[src/rtl/logistic_sweep_snd.sv]
// logistic_sweep_snd: logistic-map chaos voice.
// x iterates every clock as x' = r*x*(1-x) in FRAC-bit fixed point while r is swept
// (saw, ping-pong), held, or loaded manually. Each clock one oscillator in a bank of
// N_OSC square-wave oscillators gets a new frequency derived from the current x. Their
// outputs are mixed into a 1-bit PWM stream by a first-order sigma-delta modulator.
//
// Ports:
//   clk     in   system clock; all state updates on its rising edge
//   reset   in   synchronous, active-high reset
//   mode    in   r sweep mode: 0 saw, 1 ping-pong, 2 hold, 3 manual
//   r_in    in   manual r value, 2.FRAC fixed point
//   r_load  in   manual load strobe, honoured in mode 3 only
//   snd     out  sigma-delta audio bit
//   r_out   out  current r (2.FRAC)
//   x_out   out  current x (0.FRAC)
module logistic_sweep_snd #(
    parameter int unsigned N_OSC      = 4,
    parameter int unsigned FRAC       = 8,
    parameter int unsigned FREQ       = 25_200_000,
    parameter int unsigned LO_F       = 200,
    parameter int unsigned HI_F       = 1200,
    parameter int unsigned PHASE_BITS = 12,
    parameter int unsigned R_DWELL    = 30_000
) (
    input  logic            clk,
    input  logic            reset,
    input  logic [1:0]      mode,
    input  logic [FRAC+1:0] r_in,
    input  logic            r_load,
    output logic            snd,
    output logic [FRAC+1:0] r_out,
    output logic [FRAC-1:0] x_out
);

    localparam int unsigned RW = FRAC + 2;
    localparam int unsigned PW = 3 * FRAC + 3;
    localparam int unsigned XW = FRAC + 3;
    localparam int unsigned IW = PHASE_BITS + FRAC;
    localparam int unsigned DW = $clog2(R_DWELL);
    localparam int unsigned RRW = (N_OSC > 1) ? $clog2(N_OSC) : 1;
    localparam int unsigned AW = $clog2(2 * N_OSC + 1);

    localparam logic [RW-1:0] R_MIN = RW'(2 ** FRAC + 2 ** (FRAC - 4));
    localparam logic [RW-1:0] R_MAX = {RW{1'b1}};
    localparam logic [FRAC-1:0] X_SEED = FRAC'(2 ** (FRAC - 4));
    localparam logic [XW-1:0] X_SAT = XW'(2 ** FRAC - 1);

    // Phase accumulators advance once per 2^PHASE_DEC clocks.
    localparam int PHASE_DEC_RAW = $clog2(FREQ) - int'(PHASE_BITS);
    localparam int PHASE_DEC = (PHASE_DEC_RAW > 0) ? PHASE_DEC_RAW : 0;
    localparam int DIV_W = (PHASE_DEC > 0) ? PHASE_DEC : 1;

    // Increment for tone f: f * 2^PHASE_BITS / (FREQ / 2^PHASE_DEC).
    localparam longint unsigned LO_INC_L =
        (longint'(LO_F) << (PHASE_BITS + PHASE_DEC)) / longint'(FREQ);
    localparam longint unsigned HI_INC_L =
        (longint'(HI_F) << (PHASE_BITS + PHASE_DEC)) / longint'(FREQ);
    localparam logic [PHASE_BITS-1:0] LO_INC = PHASE_BITS'(LO_INC_L);
    localparam logic [PHASE_BITS-1:0] HI_INC = PHASE_BITS'(HI_INC_L);
    localparam logic [PHASE_BITS-1:0] INC_SPAN = HI_INC - LO_INC;

    logic [RW-1:0]         r_q, r_d, r_base;
    logic [FRAC-1:0]       x_q, x_d;
    logic                  dir_up_q, dir_up_d, step_up;
    logic [DW-1:0]         dwell_q;
    logic                  tick;
    logic [RRW-1:0]        rr_q;
    logic [PHASE_BITS-1:0] freq_q  [N_OSC];
    logic [PHASE_BITS-1:0] phase_q [N_OSC];
    logic [DIV_W-1:0]      div_q;
    logic                  phase_step;
    logic [AW-1:0]         acc_q, acc_d, high_cnt, sum;
    logic                  snd_q, snd_d;

    logic [FRAC:0]         x_cmp;
    logic [PW-1:0]         prod;
    logic [XW-1:0]         x_full;
    logic [IW-1:0]         span_x;
    logic [PHASE_BITS-1:0] inc;

    function automatic logic [RW-1:0] clamp_r(input logic [RW-1:0] v);
        if (v < R_MIN) return R_MIN;
        if (v > R_MAX) return R_MAX;
        return v;
    endfunction

    assign tick       = (dwell_q == DW'(R_DWELL - 1));
    assign phase_step = (PHASE_DEC == 0) || (div_q == {DIV_W{1'b1}});

    // Logistic iteration with full-width product; shift only at the end.
    always_comb begin
        x_cmp  = (FRAC + 1)'(2 ** FRAC) - {1'b0, x_q};
        prod   = PW'(r_q) * PW'(x_q) * PW'(x_cmp);
        x_full = prod[PW-1:2*FRAC];
        x_d    = x_full[FRAC-1:0];
        if (x_full > X_SAT) begin
            x_d = {FRAC{1'b1}};
        end else if (x_full == '0) begin
            // Zero is a fixed point of the map; kick x back off it.
            x_d = X_SEED;
        end
    end

    // Tone increment for the oscillator being refreshed this cycle.
    always_comb begin
        span_x = IW'(INC_SPAN) * IW'(x_q);
        inc    = LO_INC + span_x[IW-1:FRAC];
    end

    // r sweep rules.
    always_comb begin
        r_d      = r_q;
        dir_up_d = dir_up_q;
        r_base   = clamp_r(r_q);
        step_up  = dir_up_q;
        case (mode)
            2'd0: begin
                if (tick) r_d = (r_base == R_MAX) ? R_MIN : r_base + RW'(1);
            end
            2'd1: begin
                if (tick) begin
                    // Turn around if already pinned at an end in the wrong direction.
                    if (r_base == R_MAX) step_up = 1'b0;
                    else if (r_base == R_MIN) step_up = 1'b1;
                    r_d = step_up ? r_base + RW'(1) : r_base - RW'(1);
                    if (r_d == R_MAX) dir_up_d = 1'b0;
                    else if (r_d == R_MIN) dir_up_d = 1'b1;
                    else dir_up_d = step_up;
                end
            end
            2'd2: ;
            default: begin
                if (r_load) r_d = clamp_r(r_in);
            end
        endcase
    end

    // Sigma-delta mixer over the oscillator MSBs.
    always_comb begin
        high_cnt = '0;
        for (int i = 0; i < int'(N_OSC); i++) begin
            high_cnt = high_cnt + AW'(phase_q[i][PHASE_BITS-1]);
        end
        sum = acc_q + high_cnt;
        if (sum >= AW'(N_OSC)) begin
            snd_d = 1'b1;
            acc_d = sum - AW'(N_OSC);
        end else begin
            snd_d = 1'b0;
            acc_d = sum;
        end
    end

    always_ff @(posedge clk) begin
        if (reset) begin
            r_q      <= R_MIN;
            x_q      <= X_SEED;
            dir_up_q <= 1'b1;
            dwell_q  <= '0;
            rr_q     <= '0;
            div_q    <= '0;
            acc_q    <= '0;
            snd_q    <= 1'b0;
            for (int i = 0; i < int'(N_OSC); i++) begin
                freq_q[i]  <= LO_INC;
                phase_q[i] <= '0;
            end
        end else begin
            r_q      <= r_d;
            x_q      <= x_d;
            dir_up_q <= dir_up_d;
            dwell_q  <= tick ? '0 : dwell_q + DW'(1);
            rr_q     <= (rr_q == RRW'(N_OSC - 1)) ? '0 : rr_q + RRW'(1);
            div_q    <= div_q + DIV_W'(1);
            acc_q    <= acc_d;
            snd_q    <= snd_d;
            freq_q[rr_q] <= inc;
            if (phase_step) begin
                for (int i = 0; i < int'(N_OSC); i++) begin
                    phase_q[i] <= phase_q[i] + freq_q[i];
                end
            end
        end
    end

    assign snd   = snd_q;
    assign r_out = r_q;
    assign x_out = x_q;

endmodule
[config.mk]
export PLATFORM = sky130hd
export DESIGN_NAME = logistic_sweep_snd
export DESIGN_NICKNAME = d
export VERILOG_FILES = /design/src/rtl/logistic_sweep_snd.sv
export SDC_FILE = /design/constraint.sdc
export NUM_CORES = 1
export LEC_CHECK = 0
export CORE_MARGIN = 8
export CORE_UTILIZATION = 40
export DETAILED_ROUTE_END_ITERATION = 8
export GPL_TIMING_DRIVEN = 0
export PLACE_DENSITY = 0.66
export SLEW_MARGIN = 40
export SYNTH_ARGS = -nofsm -noshare
export SYNTH_HDL_FRONTEND = slang
export SYNTH_SLANG_ARGS = --single-unit
[constraint.sdc]
create_clock -name clk -period 19.45 [get_ports clk]
set_input_delay 3.89 -clock clk [delete_from_list [all_inputs] [get_ports clk]]
set_output_delay 3.89 -clock clk [all_outputs]
set_load 0.1 [all_outputs]
==> out/results.tsv <==
stage	metric	value	unit
setup_path	crit path DAT	10980	ps
floorplanning	Ports	34	
detailed_routing	average vias per placed instance	5.10	
setup_path	capturing point of the worst reg2reg path	x_out[4]	
synthesis	post-synthesis cell count	1830	
finish	fraction of layout cells with a size suffix above 1	0.0580	
synthesis	EDFF count, synth	96	
placement	dpl hpwl	31500	um
setup_path	worst-path fanout max	10	
worst_hold_path	Hold Path Stages	1	
clocking	hold buffer count at CTS	0	
synthesis	total number of yosys warnings	0	
synthesis	share of the yosys chip area belonging to registers	0.235	
clocking	TritonCTS clock tree	done	
timing	Worst Tran Pin Value	803	ps
placement	post-place setup slack	8820	ps
timing	setup repair after global routing missed its margin	false	
synthesis	Netlist Area Pre-Place	16900	um2
setup_path	master of the slowest instance on the critical path	dfxtp_1	
timing	number of failing setup endpoints in the final timing report	0	
detailed_routing	violation count after the first detailed-route iteration	597	
clocking	clock latency on the worst-skew pair	430	ps
detailed_routing	Detailed Route WL	39600	um
run	MaxCap Viol Count	0	
clocking	clock buffer depth	2	
floorplanning	total core area	41800	um2
grt	number of antenna violations at the first check in global routing	0	
timing	final cycle utilization of the critical path	0.550	
setup_path	Setup CP Type	reg2reg	
timing	number of pins with negative max-slew slack in the final report	0	
clocking	PostCTS Resize Cnt	0	
worst_hold_path	start point of the worst hold path	dwell_q[0]	
floorplanning	Die Outline Area	49000	um2
finish	number of diodes	0	
grt	GRT Resource Usage Total	0.164	
grt	largest net degree at the start of global routing	35	
status	outcome	finished clean	
timing	final setup slack of the worst path	8760	ps
finish	Area Growth Syn to Fin	9.31	%
timing	smallest hold slack	435	ps
worst_hold_path	Hold Path End	dwell_q[0]	
timing	Worst Skew	9.83	ps
setup_path	most repeated library cell on the critical path	fa_1	
detailed_routing	routed length per placed instance	16.3	um
synthesis	async set-reset flop share out of synthesis	0	
detailed_routing	post-route antenna net violation count	0	
placement	routability cong.	0.866	
setup_path	critical path launch point type	flop	
finish	Post-Route Utilization	0.442	
synthesis	Post-Synthesis Mean Instance Area	9.22	um2
timing	top achievable clock speed	93.6	MHz
clocking	number of setup buffers added after CTS	0	
setup_path	startpoint of the most critical register-to-register path	x_out[3]	
clocking	maximum level of the CTS H-tree	4	
floorplanning	vertical die dimension	221	um
placement	port buffer count	33	
setup_path	required time of the worst setup path	19740	ps
timing	final hold violations	0	
clocking	Reg clk slew, reported paths	60	ps
timing	Slew HR	0.461	
grt	via count of the first global-routing pass	12900	
synthesis	library cells used by synthesis	77	
setup_path	CP max stage delay	580	ps
synthesis	#FFs+latches synth	150	
timing	Total Negative Setup Slacks	0	ps
detailed_routing	number of optimization iterations in the first detailed-route pass	5	
worst_hold_path	min-delay worst type	reg2reg	
floorplanning	Starting Density	0.404	
detailed_routing	remaining routing DRC violations	0	
setup_path	type of element capturing the critical path	flop	
floorplanning	number of cell rows	75	
clocking	CTS Buf Count	17	
grt	Overflow after GRT	0	
clocking	Sinks on Clock Net	150	
timing	Final Critical Period	10690	ps
grt	global-route wire length before repair	65800	um
detailed_routing	vias after detailed routing	12400	
finish	Total Nets Final	2265	
setup_path	setup slack of the most critical reg-to-reg path	8760	ps
setup_path	cell depth of the worst flop-to-flop path	34	
floorplanning	width of the die	221	um
synthesis	main flop type after synthesis	edfxtp_1	
clocking	CTS root buffer	clkbuf_16	
synthesis	Synth Net Count	2212	
finish	filler cell count in the final layout	3985	
## routing by layer
metal  vias up  share of wire  wire (um)  GRT usage
met5         -              0          0          0
met2       226           0.50      19800      0.291
met3        64          0.036       1420     0.0193
met1      6031           0.44      17300      0.204
li1       6095              -          -          -
met4         0          0.027       1060     0.0551
## Yosys cell counts, types with 4 or more instances
cell,count,area (um2)
inv_1,251,942
nor2_1,225,845
ha_1,187,2340
fa_1,180,3600
nand2_1,159,597
edfxtp_1,96,2880
and2_1,85,532
xnor2_1,78,683
a21oi_1,59,295
xor2_1,55,482
dfxtp_1,54,1080
clkbuf_1,42,158
nor3_1,38,190
o21ai_0,36,180
nand3_1,32,160
nor2b_1,25,156
and3_1,20,125
a21o_1,18,135
o21a_1,14,105
nand2b_1,13,81.3
nand4_1,10,62.6
a31oi_1,9,56.3
a211oi_1,7,52.6
buf_2,7,35.0
a21oi_2,6,52.6
nor3b_1,6,45.0
o31a_1,6,52.6
o41ai_1,6,52.6
or2_2,6,37.5
or3_1,6,37.5
buf_1,5,18.8
o21bai_1,5,37.5
a21boi_0,4,30.0
a221oi_1,4,35.0
mux2i_1,4,40.0
nand3b_1,4,30.0
o22ai_1,4,25.0
o31ai_1,4,30.0
o31ai_2,4,50.1
## per-stage QoR
stage / instances / area, um2
2_1_floorplan: 1830 / 16900
3_3_place_gp: 2402 / 17900
3_5_place_dp: 2403 / 17900
4_1_cts: 2435 / 18400
5_1_grt: 2435 / 18400
6_report: 2435 / 18400
## cells in the final DEF (no fill, tap or decap), types with 7 or more instances in the layout
cell,count
nor3_1,38
o21a_1,14
nor2_1,225
nand2b_1,13
buf_2,26
fa_1,180
ha_1,187
a211oi_1,7
o21ai_0,36
xor2_1,55
nor2b_1,25
nand2_1,158
clkbuf_16,17
and3_1,20
xnor2_2,10
nand4_1,10
clkbuf_1,42
xnor2_1,68
a21oi_1,59
a31oi_1,9
clkdlybuf4s50_1,14
and2_1,85
edfxtp_1,96
a21o_1,18
dfxtp_1,54
nand3_1,32
inv_1,251
## worst max-delay path by stage
| stage | depth (start not counted) | start | slack, ps | end |
|---|---|---|---|---|
| 6_report | 34 | x_out[3] | 8760 | x_out[4] |
| 5_1_grt | 34 | x_out[7] | 8180 | x_out[4] |
| 4_1_cts | 34 | x_out[7] | 8750 | x_out[4] |
| 3_5_place_dp | 34 | x_out[7] | 8820 | x_out[4] |
| 3_3_place_gp | 36 | x_out[7] | 8820 | x_out[4] |
| 2_1_floorplan | 35 | r_out[0] | 9530 | x_out[4] |
## registers in the layout, summed over array words and instances, names as in the netlist
register,cells
dwell_q,15
phase_q,48
r_out,10
rr_q,2
div_q,13
x_out,8
acc_q,4
dir_up_q,1
snd,1
freq_q,48
## logic make-up (layout without fill, tap and decap cells)
family          count (synthesis)  after routing  share of synthesized area
xor+xnor                      133            133                     0.0691
compound gates                215            215                     0.0877
flops                         150            150                      0.235
mux                             6              6                    0.00371
simple gates                  648            648                      0.181
buf+inv                       311            377                     0.0711
fa+ha+maj                     367            367                      0.352
## critical path: cells and delay by family (launching register included)
kind | cells | cell delay (ps)
compound gates | 14 | 3290
xor+xnor | 1 | 420
fa+ha+maj | 10 | 4460
buf+inv | 5 | 930
flops | 1 | 580
simple gates | 4 | 850
## layout make-up
class / instances / area (um2) / share of cell area
Buffer: 59 / 255 / 0.0138
Clock buffer: 18 / 429 / 0.0233
Clock inverter: 14 / 128 / 0.00692
Inverter: 252 / 946 / 0.0513
Multi-Input combinational cell: 1369 / 11800 / 0.639
Sequential cell: 150 / 3960 / 0.215
Tap cell: 539 / 674 / 0.0366
Timing Repair Buffer: 34 / 255 / 0.0138
Power is not shown: default switching activity piles up to over one toggle a cycle in this logic, so the estimate is an artifact.
